--- src/rtl/jesd_rx_char_replace.sv ---
// JESD204B RX per-lane alignment-character monitor: locks multiframe position from /A/,
// restores octets replaced by /F/ and /A/, flags misplaced K characters.
// Optional JESD_RX_CHAR_STATS_EN adds saturating replacement / error counters.
module jesd_rx_char_replace #(
  parameter int OCTETS     = 2,
  parameter int FRAMES     = 32,
  parameter int ERR_THRESH = 2
) (
  input  logic       clock,
  input  logic       reset,
  input  logic       en,
  input  logic [7:0] rx_data,
  input  logic       rx_is_k,
  input  logic       rx_valid,
  output logic [7:0] dout,
  output logic       dout_valid,
  output logic       frame_start,
  output logic       mf_start,
  output logic       aligned,
  output logic       align_err
`ifdef JESD_RX_CHAR_STATS_EN
  ,
  output logic [15:0] repl_cnt,
  output logic [15:0] err_cnt_total
`endif
);

  localparam int OW = (OCTETS > 1) ? $clog2(OCTETS) : 1;
  localparam int FW = (FRAMES > 1) ? $clog2(FRAMES) : 1;
  localparam int PW = OW + FW;
  localparam int EW = 3;

  localparam logic [7:0] K_A = 8'h7C;
  localparam logic [7:0] K_F = 8'hFC;

  typedef enum logic {UNALIGNED, ALIGNED} state_t;

  state_t          state_q, state_d;
  logic [OW-1:0]   octet_cnt_q, octet_cnt_d;
  logic [FW-1:0]   frame_cnt_q, frame_cnt_d;
  logic [7:0]      last_octet_q, last_octet_d;
  logic [EW-1:0]   err_cnt_q, err_cnt_d;
  logic [PW-1:0]   err_pos_q, err_pos_d;

  logic          accept;
  logic          is_a, is_f;
  logic          end_pos, mf_end;
  logic [PW-1:0] cur_pos;
  logic [EW-1:0] bump;
  logic [7:0]    dout_d;
  logic          replace, err_pulse, realign, load_anchor;

  assign accept  = en & rx_valid;
  assign is_a    = rx_is_k && (rx_data == K_A);
  assign is_f    = rx_is_k && (rx_data == K_F);
  assign end_pos = (octet_cnt_q == OW'(OCTETS - 1));
  assign mf_end  = end_pos && (frame_cnt_q == FW'(FRAMES - 1));
  assign cur_pos = {frame_cnt_q, octet_cnt_q};
  assign aligned = (state_q == ALIGNED);

  // State register
  // NOTE: sequential state is written with non-blocking assignments only, so every
  // flop samples the pre-edge value of every other flop regardless of block order.
  always_ff @(posedge clock) begin
    if (reset) state_q <= UNALIGNED;
    else       state_q <= state_d;
  end

  // Next state: the first accepted /A/ locks; realignment never leaves ALIGNED
  always_comb begin
    state_d = state_q;
    if (accept && state_q == UNALIGNED && is_a) state_d = ALIGNED;
  end

  // Octet classification, restoration and misplaced-/A/ tracking
  always_comb begin
    // NOTE: every signal gets a default first so no path leaves it unassigned,
    // which would otherwise infer a latch.
    dout_d       = rx_data;
    replace      = 1'b0;
    err_pulse    = 1'b0;
    realign      = 1'b0;
    last_octet_d = last_octet_q;
    err_cnt_d    = err_cnt_q;
    err_pos_d    = err_pos_q;
    bump         = EW'(1);
    if (state_q == ALIGNED) begin
      if ((is_a && mf_end) || (is_f && end_pos && !mf_end)) begin
        dout_d  = last_octet_q;
        replace = 1'b1;
        if (is_a) err_cnt_d = '0;
      end else if (rx_is_k) begin
        err_pulse = 1'b1;
        if (is_a) begin
          if (err_cnt_q != '0 && err_pos_q == cur_pos) bump = err_cnt_q + EW'(1);
          if (bump >= EW'(ERR_THRESH)) begin
            realign   = 1'b1;
            err_cnt_d = '0;
          end else begin
            err_cnt_d = bump;
            err_pos_d = cur_pos;
          end
        end
      end else if (end_pos) begin
        last_octet_d = rx_data;
      end
    end
  end

  // Position counters: an anchoring /A/ is the MF end, so the next octet is (0,0)
  assign load_anchor = (state_q == UNALIGNED && is_a) || realign;

  always_comb begin
    octet_cnt_d = octet_cnt_q + OW'(1);
    frame_cnt_d = frame_cnt_q;
    if (load_anchor) begin
      octet_cnt_d = '0;
      frame_cnt_d = '0;
    end else if (end_pos) begin
      octet_cnt_d = '0;
      frame_cnt_d = (frame_cnt_q == FW'(FRAMES - 1)) ? '0 : frame_cnt_q + FW'(1);
    end
  end

  always_ff @(posedge clock) begin
    if (reset) begin
      octet_cnt_q  <= '0;
      frame_cnt_q  <= '0;
      last_octet_q <= '0;
      err_cnt_q    <= '0;
      err_pos_q    <= '0;
      dout         <= '0;
      dout_valid   <= 1'b0;
      frame_start  <= 1'b0;
      mf_start     <= 1'b0;
      align_err    <= 1'b0;
    end else begin
      dout_valid  <= accept;
      frame_start <= 1'b0;
      mf_start    <= 1'b0;
      align_err   <= 1'b0;
      if (accept) begin
        octet_cnt_q  <= octet_cnt_d;
        frame_cnt_q  <= frame_cnt_d;
        last_octet_q <= last_octet_d;
        err_cnt_q    <= err_cnt_d;
        err_pos_q    <= err_pos_d;
        dout         <= dout_d;
        frame_start  <= aligned && (octet_cnt_q == '0);
        mf_start     <= aligned && (octet_cnt_q == '0) && (frame_cnt_q == '0);
        align_err    <= err_pulse;
      end
    end
  end

`ifdef JESD_RX_CHAR_STATS_EN
  always_ff @(posedge clock) begin
    if (reset) begin
      repl_cnt      <= '0;
      err_cnt_total <= '0;
    end else if (accept) begin
      if (replace && repl_cnt != 16'hFFFF)        repl_cnt      <= repl_cnt + 16'd1;
      if (err_pulse && err_cnt_total != 16'hFFFF) err_cnt_total <= err_cnt_total + 16'd1;
    end
  end
`endif

endmodule
--- config.mk ---
export PLATFORM = sky130hd
export DESIGN_NAME = jesd_rx_char_replace
export DESIGN_NICKNAME = d
export VERILOG_FILES = /design/src/rtl/jesd_rx_char_replace.sv
export SDC_FILE = /design/constraint.sdc
export NUM_CORES = 1
export LEC_CHECK = 0
export CAP_MARGIN = 15
export CORE_ASPECT_RATIO = 1.4
export CORE_MARGIN = 2
export CORE_UTILIZATION = 30
export CTS_CLUSTER_SIZE = 12
export DETAILED_ROUTE_END_ITERATION = 7
export GPL_TIMING_DRIVEN = 0
export MAX_ROUTING_LAYER = met4
export PLACE_DENSITY_LB_ADDON = 0.1
export SYNTH_ARGS = -nofsm -noshare
export SYNTH_HDL_FRONTEND = slang
export SYNTH_SLANG_ARGS = --single-unit
--- constraint.sdc ---
create_clock -name clock -period 4.57 [get_ports clock]
set_input_delay 0.6855 -clock clock [delete_from_list [all_inputs] [get_ports clock]]
set_output_delay 0.6855 -clock clock [all_outputs]
set_load 0.02 [all_outputs]
==> results of run 1 <==
==> registers in the layout (all words and copies together) (netlist names) <==
name / count
align_err: 1
aligned: 1
dout: 8
dout_valid: 1
end_pos: 1
err_cnt_q: 3
err_pos_q: 6
frame_cnt_q: 5
frame_start: 1
last_octet_q: 8
mf_start: 1
==> worst max-delay path, stage by stage <==
cell,delay [ns]
clkdlybuf4s50_1,0.58
nand4_4,0.18
nor3_1,0.63
a2111oi_0,0.24
a211o_1,0.27
==> kinds of logic after synthesis <==
group	after synthesis	share of synthesized area [%]
mux	14	7.68
fa+ha+maj	5	3.43
xor+xnor	8	3.84
flops	36	39.5
compound gates	30	17.2
buf+inv	17	5.21
simple gates	71	23.1
==> how the worst max path moves through the flow <==
| stage | end | slack [ns] | cells after the start |
|---|---|---|---|
| after global routing | frame_cnt_q[3] | 2.01 | 5 |
| after detailed placement | frame_cnt_q[3] | 1.84 | 5 |
| after CTS | frame_cnt_q[2] | 2.17 | 5 |
| after floorplan | frame_cnt_q[2] | 2.53 | 5 |
| final | frame_cnt_q[3] | 2.16 | 5 |
| after global placement | frame_cnt_q[3] | 1.87 | 5 |
==> metrics by stage <==
step	hold slack [ns]	setup slack, ns	total power [mW]
final	0.475	2.16	0.639
after global routing	0.517	2.01	0.664
after CTS	0.483	2.17	0.650
after detailed placement	0.472	1.84	0.400
after global placement	0.466	1.87	0.399
after floorplan	0.446	2.53	0.366
==> report_power, final <==
part	switching, mW	internal (mW)	leakage, nW
Clock	0.113	0.134	0.0503
Combinational	0.0381	0.0310	0.500
Sequential	0.00301	0.320	0.292
Total	0.154	0.485	0.843
==> cells in the mapped netlist, types with 2 or more instances <==
master / instances / area share, %
inv_1: 8 / 1.6
a211oi_1: 4 / 1.6
and2_1: 2 / 0.69
nor3_2: 2 / 1.1
buf_6: 2 / 1.2
mux2i_1: 14 / 7.7
a2111oi_0: 2 / 0.96
dfxtp_1: 36 / 40
nor3_1: 4 / 1.1
xnor2_1: 6 / 2.9
a21oi_1: 4 / 1.1
nor4_4: 2 / 2.3
a211o_1: 3 / 1.4
a311oi_2: 6 / 4.9
clkbuf_1: 2 / 0.41
nand2_1: 20 / 4.1
a22o_2: 2 / 1.1
ha_1: 5 / 3.4
o21ai_0: 2 / 0.55
nand3_1: 5 / 1.4
nor3b_1: 2 / 0.82
xor2_1: 2 / 0.96
nor2_1: 27 / 5.6
==> final cells by class <==
cell class              instances  area share, %
multi-input cells             128           44.7
flip-flops and latches         36           31.9
repair buffers                 25           11.1
clock buffers                   7           4.27
well taps                      70           3.88
plain buffers                   9           2.88
inverters                       8           1.33
==> metal layers <==
layer | GRT usage (%) | vias up | share of wire, %
met3 | 3.14 | 6 | 3.5
met5 | - | - | 0
li1 | - | 703 | -
met1 | 15.0 | 663 | 44
met2 | 24.2 | 23 | 51
met4 | 6.41 | 0 | 1.8
==> cell usage in the layout (no fill, tap or decap), types with 2 or more instances in the layout <==
| cell | n |
|---|---|
| a22o_2 | 2 |
| clkbuf_8 | 8 |
| a211oi_1 | 4 |
| o21ai_0 | 2 |
| clkdlybuf4s50_1 | 25 |
| xor2_1 | 2 |
| nor3_2 | 2 |
| a311oi_2 | 6 |
| a21oi_1 | 4 |
| a2111oi_0 | 2 |
| nor2_1 | 27 |
| nor4_4 | 2 |
| inv_1 | 8 |
| a211o_1 | 3 |
| nor3b_1 | 2 |
| and2_1 | 2 |
| nor3_1 | 4 |
| nand3_1 | 5 |
| buf_6 | 2 |
| ha_1 | 5 |
| dfxtp_1 | 36 |
| nand2_1 | 20 |
| mux2i_1 | 14 |
| clkbuf_1 | 2 |
| xnor2_1 | 6 |
==> impl_metrics.csv, run 1 <==
group,metric,value,unit
outcome,outcome,"completed",
finish,diodes,0,
logic_synthesis,ys.flop_type,"dfxtp_1",
detailed_routing,drt-wirelength-per-cell,14.5,um
worst_setup_path,r2r-end,"dout[3]",
finish,layout.area.seq,721,um^2
clock_network,clockRootBuffer,"clkbuf_8",
worst_setup_path,worstPathArrival,2.59,ns
clock_network,cts_max_level,2,
detailed_routing,ant_nets,0,
logic_synthesis,ys_ff_latch,36,
sta,max-slew-margin-rel,39.9,%
logic_synthesis,synthDistinctLibCells,42,
finish,fin_area,2260,um^2
clock_network,post_cts_resized,0,
floorplan,die_h,96.3,um
clock_network,clk_pin_slew,0.07,ns
detailed_routing,routed_wl,4.11,mm
logic_synthesis,synth_warnings,0,
finish,final.fill_count,606,
logic_synthesis,ys_seq_area_share,39.5,%
worst_hold_path,min_path_cells,2,
grt,grt_max_degree,11,
floorplan,std_cell_rows,33,
worst_hold_path,hp-class,"flip-flop to flip-flop",
worst_hold_path,hp-start,"err_cnt_q[1]",
placement,placed_area,2160,um^2
sta,setup_viol,0,
finish,finish.utilization,38.5,%
placement,hpwl,3.16,mm
detailed_routing,drc_errors,0,
finish,stdcell_count,283,
sta,max_slew.worst_pin.slew,0.896,ns
worst_setup_path,worstPathRequired,4.75,ns
sta,slew_violations,0,
logic_synthesis,synth-edff-count,0,
clock_network,post_cts_buffers,0,
detailed_routing,vias,1395,
clock_network,cts_inserted_buffers,5,
floorplan,die_x,69.9,um
sta,finClkSkew,0.00450,ns
sta,max_freq,415,MHz
worst_setup_path,cp-startpoint,"rx_is_k",
clock_network,cts_sinks,36,
worst_setup_path,regToRegStartpoint,"frame_cnt_q[0]",
floorplan,core,5860,um^2
power_and_ir_drop,ir_drop,0.131,mV
clock_network,clock_path_buffers,2,
floorplan,initial_core_util,31.1,%
worst_setup_path,path_class,"input pin to flip-flop",
finish,fin_nets,231,
grt,grt_usage,13.8,%
clock_network,cts_tree,"built",
sta,fin_setup_tns,0,ns
finish,drive_gt1_share,16.4,%
logic_synthesis,async_flop_share,0,%
worst_setup_path,worstSetupStartpointType,"input pin",
floorplan,num_io_pins,26,
worst_setup_path,worstRegToRegCells,9,
detailed_routing,drt_first_pass_iters,4,
sta,rsz0062_at_grt,"false",
job,maxCapViolations,0,
finish,syn_to_final_growth,23.8,%
sta,finalCritPeriodShare,52.7,%
grt,overflow,0,
worst_setup_path,crit_fanout,7,
logic_synthesis,netlist_area,1820,um^2
sta,fin_crit,2.41,ns
worst_setup_path,critPathCaptureType,"flip-flop",
power_and_ir_drop,powerDensity,283,nW/um^2
clock_network,clock_latency,0.29,ns
logic_synthesis,postSynthAreaPerCell,10.1,um^2
clock_network,ctsHoldBuffers,0,
sta,finalHoldViolCount,0,
power_and_ir_drop,p_leak,0.843,nW
placement,gp_congestion,0.856,
floorplan,dieArea,6730,um^2
detailed_routing,routed_via_density,4.93,
logic_synthesis,synthesis.nets,199,
grt,antenna_found_initial,0,
detailed_routing,drt-initial-drc-count,32,
logic_synthesis,syn_inst,181,
placement,portBuffers,25,
grt,grt_pass1_vias,1434,
grt,grt_pass1_wl,6.96,mm
finish,multiInputGateArea,1010,um^2
worst_hold_path,holdPathEnd,"err_cnt_q[1]",
worst_setup_path,r2r_slack,2.33,ns
placement,placed_cells_incl_taps,276,
(Power assumes the default switching activity.)
==> inputs of run 2 (changes only) <==
==> constraint.sdc (replaced) <==
create_clock -name clock -period 2.1 [get_ports clock]
set_input_delay 0.315 -clock clock [delete_from_list [all_inputs] [get_ports clock]]
set_output_delay 0.315 -clock clock [all_outputs]
set_load 0.02 [all_outputs]
==> run 2 against run 1 <==
  * Global-route usage grew 0.052 points
  * Wire length up 1.8%
  * Worst setup slack worse by 2.1 ns
  * Cell area is 3.3% higher
  * Flip-flop and latch count unchanged
  * Non-clock buffer count rose by 3
  * First-iteration DRC count up 6.3%
  * Critical path depth grew 3
  * Final cell count up 1.1%
  * Die area did not move
  * Largest power group unchanged
  * Utilization increased by 1.3 points
==> impl_metrics.csv, run 2 (same netlist as run 1, synthesis figures left out) <==
group,metric,value,unit
placement,portBuffers,25,
placement,gp_congestion,0.856,
sta,setup_viol,0,
sta,rsz0062_at_grt,"false",
finish,final.fill_count,603,
grt,overflow,0,
clock_network,clock_path_buffers,2,
power_and_ir_drop,powerDensity,596,nW/um^2
worst_setup_path,worstPathArrival,2.19,ns
detailed_routing,routed_wl,4.19,mm
detailed_routing,drt-wirelength-per-cell,14.6,um
floorplan,core,5860,um^2
finish,syn_to_final_growth,27.8,%
worst_setup_path,path_class,"flip-flop to flip-flop",
finish,stdcell_count,286,
grt,antenna_found_initial,0,
worst_hold_path,hp-class,"input pin to flip-flop",
clock_network,cts_tree,"built",
worst_setup_path,worstPathRequired,2.30,ns
detailed_routing,drt-initial-drc-count,34,
finish,finish.utilization,39.8,%
finish,layout_commonest_cell,"dfxtp_1",
detailed_routing,drc_errors,0,
clock_network,cts_max_level,2,
clock_network,ctsHoldBuffers,0,
finish,top_regs,"dout (8), last_octet_q (8), err_pos_q (6)",
floorplan,num_io_pins,26,
sta,max_freq,503,MHz
detailed_routing,drt_first_pass_iters,6,
placement,hpwl,3.16,mm
sta,fin_crit,1.99,ns
floorplan,die_h,96.3,um
detailed_routing,routed_via_density,4.97,
outcome,outcome,"completed",
clock_network,clockRootBuffer,"clkbuf_8",
finish,fin_nets,234,
grt,grt_usage,13.9,%
sta,finClkSkew,0.00423,ns
sta,finalHoldViolCount,0,
job,maxCapViolations,0,
sta,max_slew.worst_pin.slew,0.638,ns
worst_setup_path,critPathCaptureType,"flip-flop",
sta,max-slew-margin-rel,57.4,%
placement,placed_cells_incl_taps,276,
power_and_ir_drop,p_leak,0.874,nW
sta,finalCritPeriodShare,94.7,%
sta,slew_violations,0,
grt,grt_pass1_wl,6.98,mm
floorplan,initial_core_util,31.1,%
worst_hold_path,min_path_cells,2,
finish,diodes,0,
floorplan,std_cell_rows,33,
power_and_ir_drop,ir_drop,0.286,mV
clock_network,cts_inserted_buffers,5,
worst_setup_path,worstRegToRegCells,8,
detailed_routing,ant_nets,0,
finish,final_cell_mix,"34 x dfxtp_1, 27 x nor2_1, 24 x clkdlybuf4s50_1, 19 x nand2_1, 14 x mux2i_1",
clock_network,cts_sinks,36,
clock_network,clock_latency,0.29,ns
grt,grt_max_degree,11,
clock_network,clk_pin_slew,0.07,ns
detailed_routing,vias,1420,
worst_setup_path,worstSetupStartpointType,"flip-flop",
finish,drive_gt1_share,21.3,%
floorplan,dieArea,6730,um^2
worst_setup_path,crit_fanout,8,
floorplan,die_x,69.9,um
grt,grt_pass1_vias,1436,
## run 2: routing by layer
metal / GRT usage, % / vias up / share of wire, %
met1: 15.1 / 672 / 43
met5: - / - / 0
met3: 3.14 / 6 / 3.9
met2: 24.3 / 33 / 51
li1: - / 709 / -
met4: 6.41 / 0 / 1.9
## run 2: path summary, 6_finish.rpt
path | start | end | slack, ns
setup / recovery | frame_cnt_q[0] | dout[5] | 0.11
hold / removal | rx_is_k | align_err | 0.43
setup reg to reg | frame_cnt_q[0] | dout[5] | 0.11
hold reg to reg | err_cnt_q[1] | err_cnt_q[1] | 0.48
## run 2: per-stage QoR
step | setup TNS, ns | cell area, um^2 | setup slack (ns) | hold WS (ns) | total power, mW
6_report | 0 | 2330 | 0.111 | 0.432 | 1.39
5_1_grt | 0 | 2330 | 0.00142 | 0.440 | 1.45
4_1_cts | 0 | 2280 | 0.00747 | 0.483 | 1.41
3_5_place_dp | -3.72 | 2160 | -0.261 | 0.472 | 0.870
3_3_place_gp | -3.26 | 2160 | -0.231 | 0.466 | 0.868
2_1_floorplan | 0 | 1820 | 0.139 | 0.446 | 0.797
## run 2: report_power, final
| part | switching [mW] | leakage, nW | internal [mW] | total, mW |
|---|---|---|---|---|
| Combinational | 0.0856 | 0.530 | 0.0693 | 0.155 |
| Clock | 0.243 | 0.0503 | 0.292 | 0.535 |
| Sequential | 0.00592 | 0.293 | 0.693 | 0.699 |
| Total | 0.335 | 0.874 | 1.05 | 1.39 |
## run 2: area by class of cell
type / count / area [um^2] / area share (%)
multi-input cells: 128 / 1050 / 45.0
clock buffers: 7 / 96.3 / 4.13
inverters: 8 / 30.0 / 1.29
repair buffers: 29 / 283 / 12.1
well taps: 70 / 87.6 / 3.76
flip-flops and latches: 36 / 728 / 31.2
plain buffers: 8 / 57.6 / 2.47
## run 2: timing repair
action / CTS / global route
gates resized for setup: 6 / 8
pin swaps: 1 / 2
endpoints found under the setup margin: 8 / 20
cloned: 0 / 0
buffers inserted: 1 / 3
hold endpoints to repair: 0 / 0
## run 2: worst max-delay path, cell delays in order (launching register included)
cell and delay (ns):
dfxtp_4 0.36, ha_1 0.20, and3_4 0.19, ha_4 0.17, xor2_2 0.14, nor4b_4 0.27
and2_4 0.25, nand2_2 0.07, a311oi_2 0.25
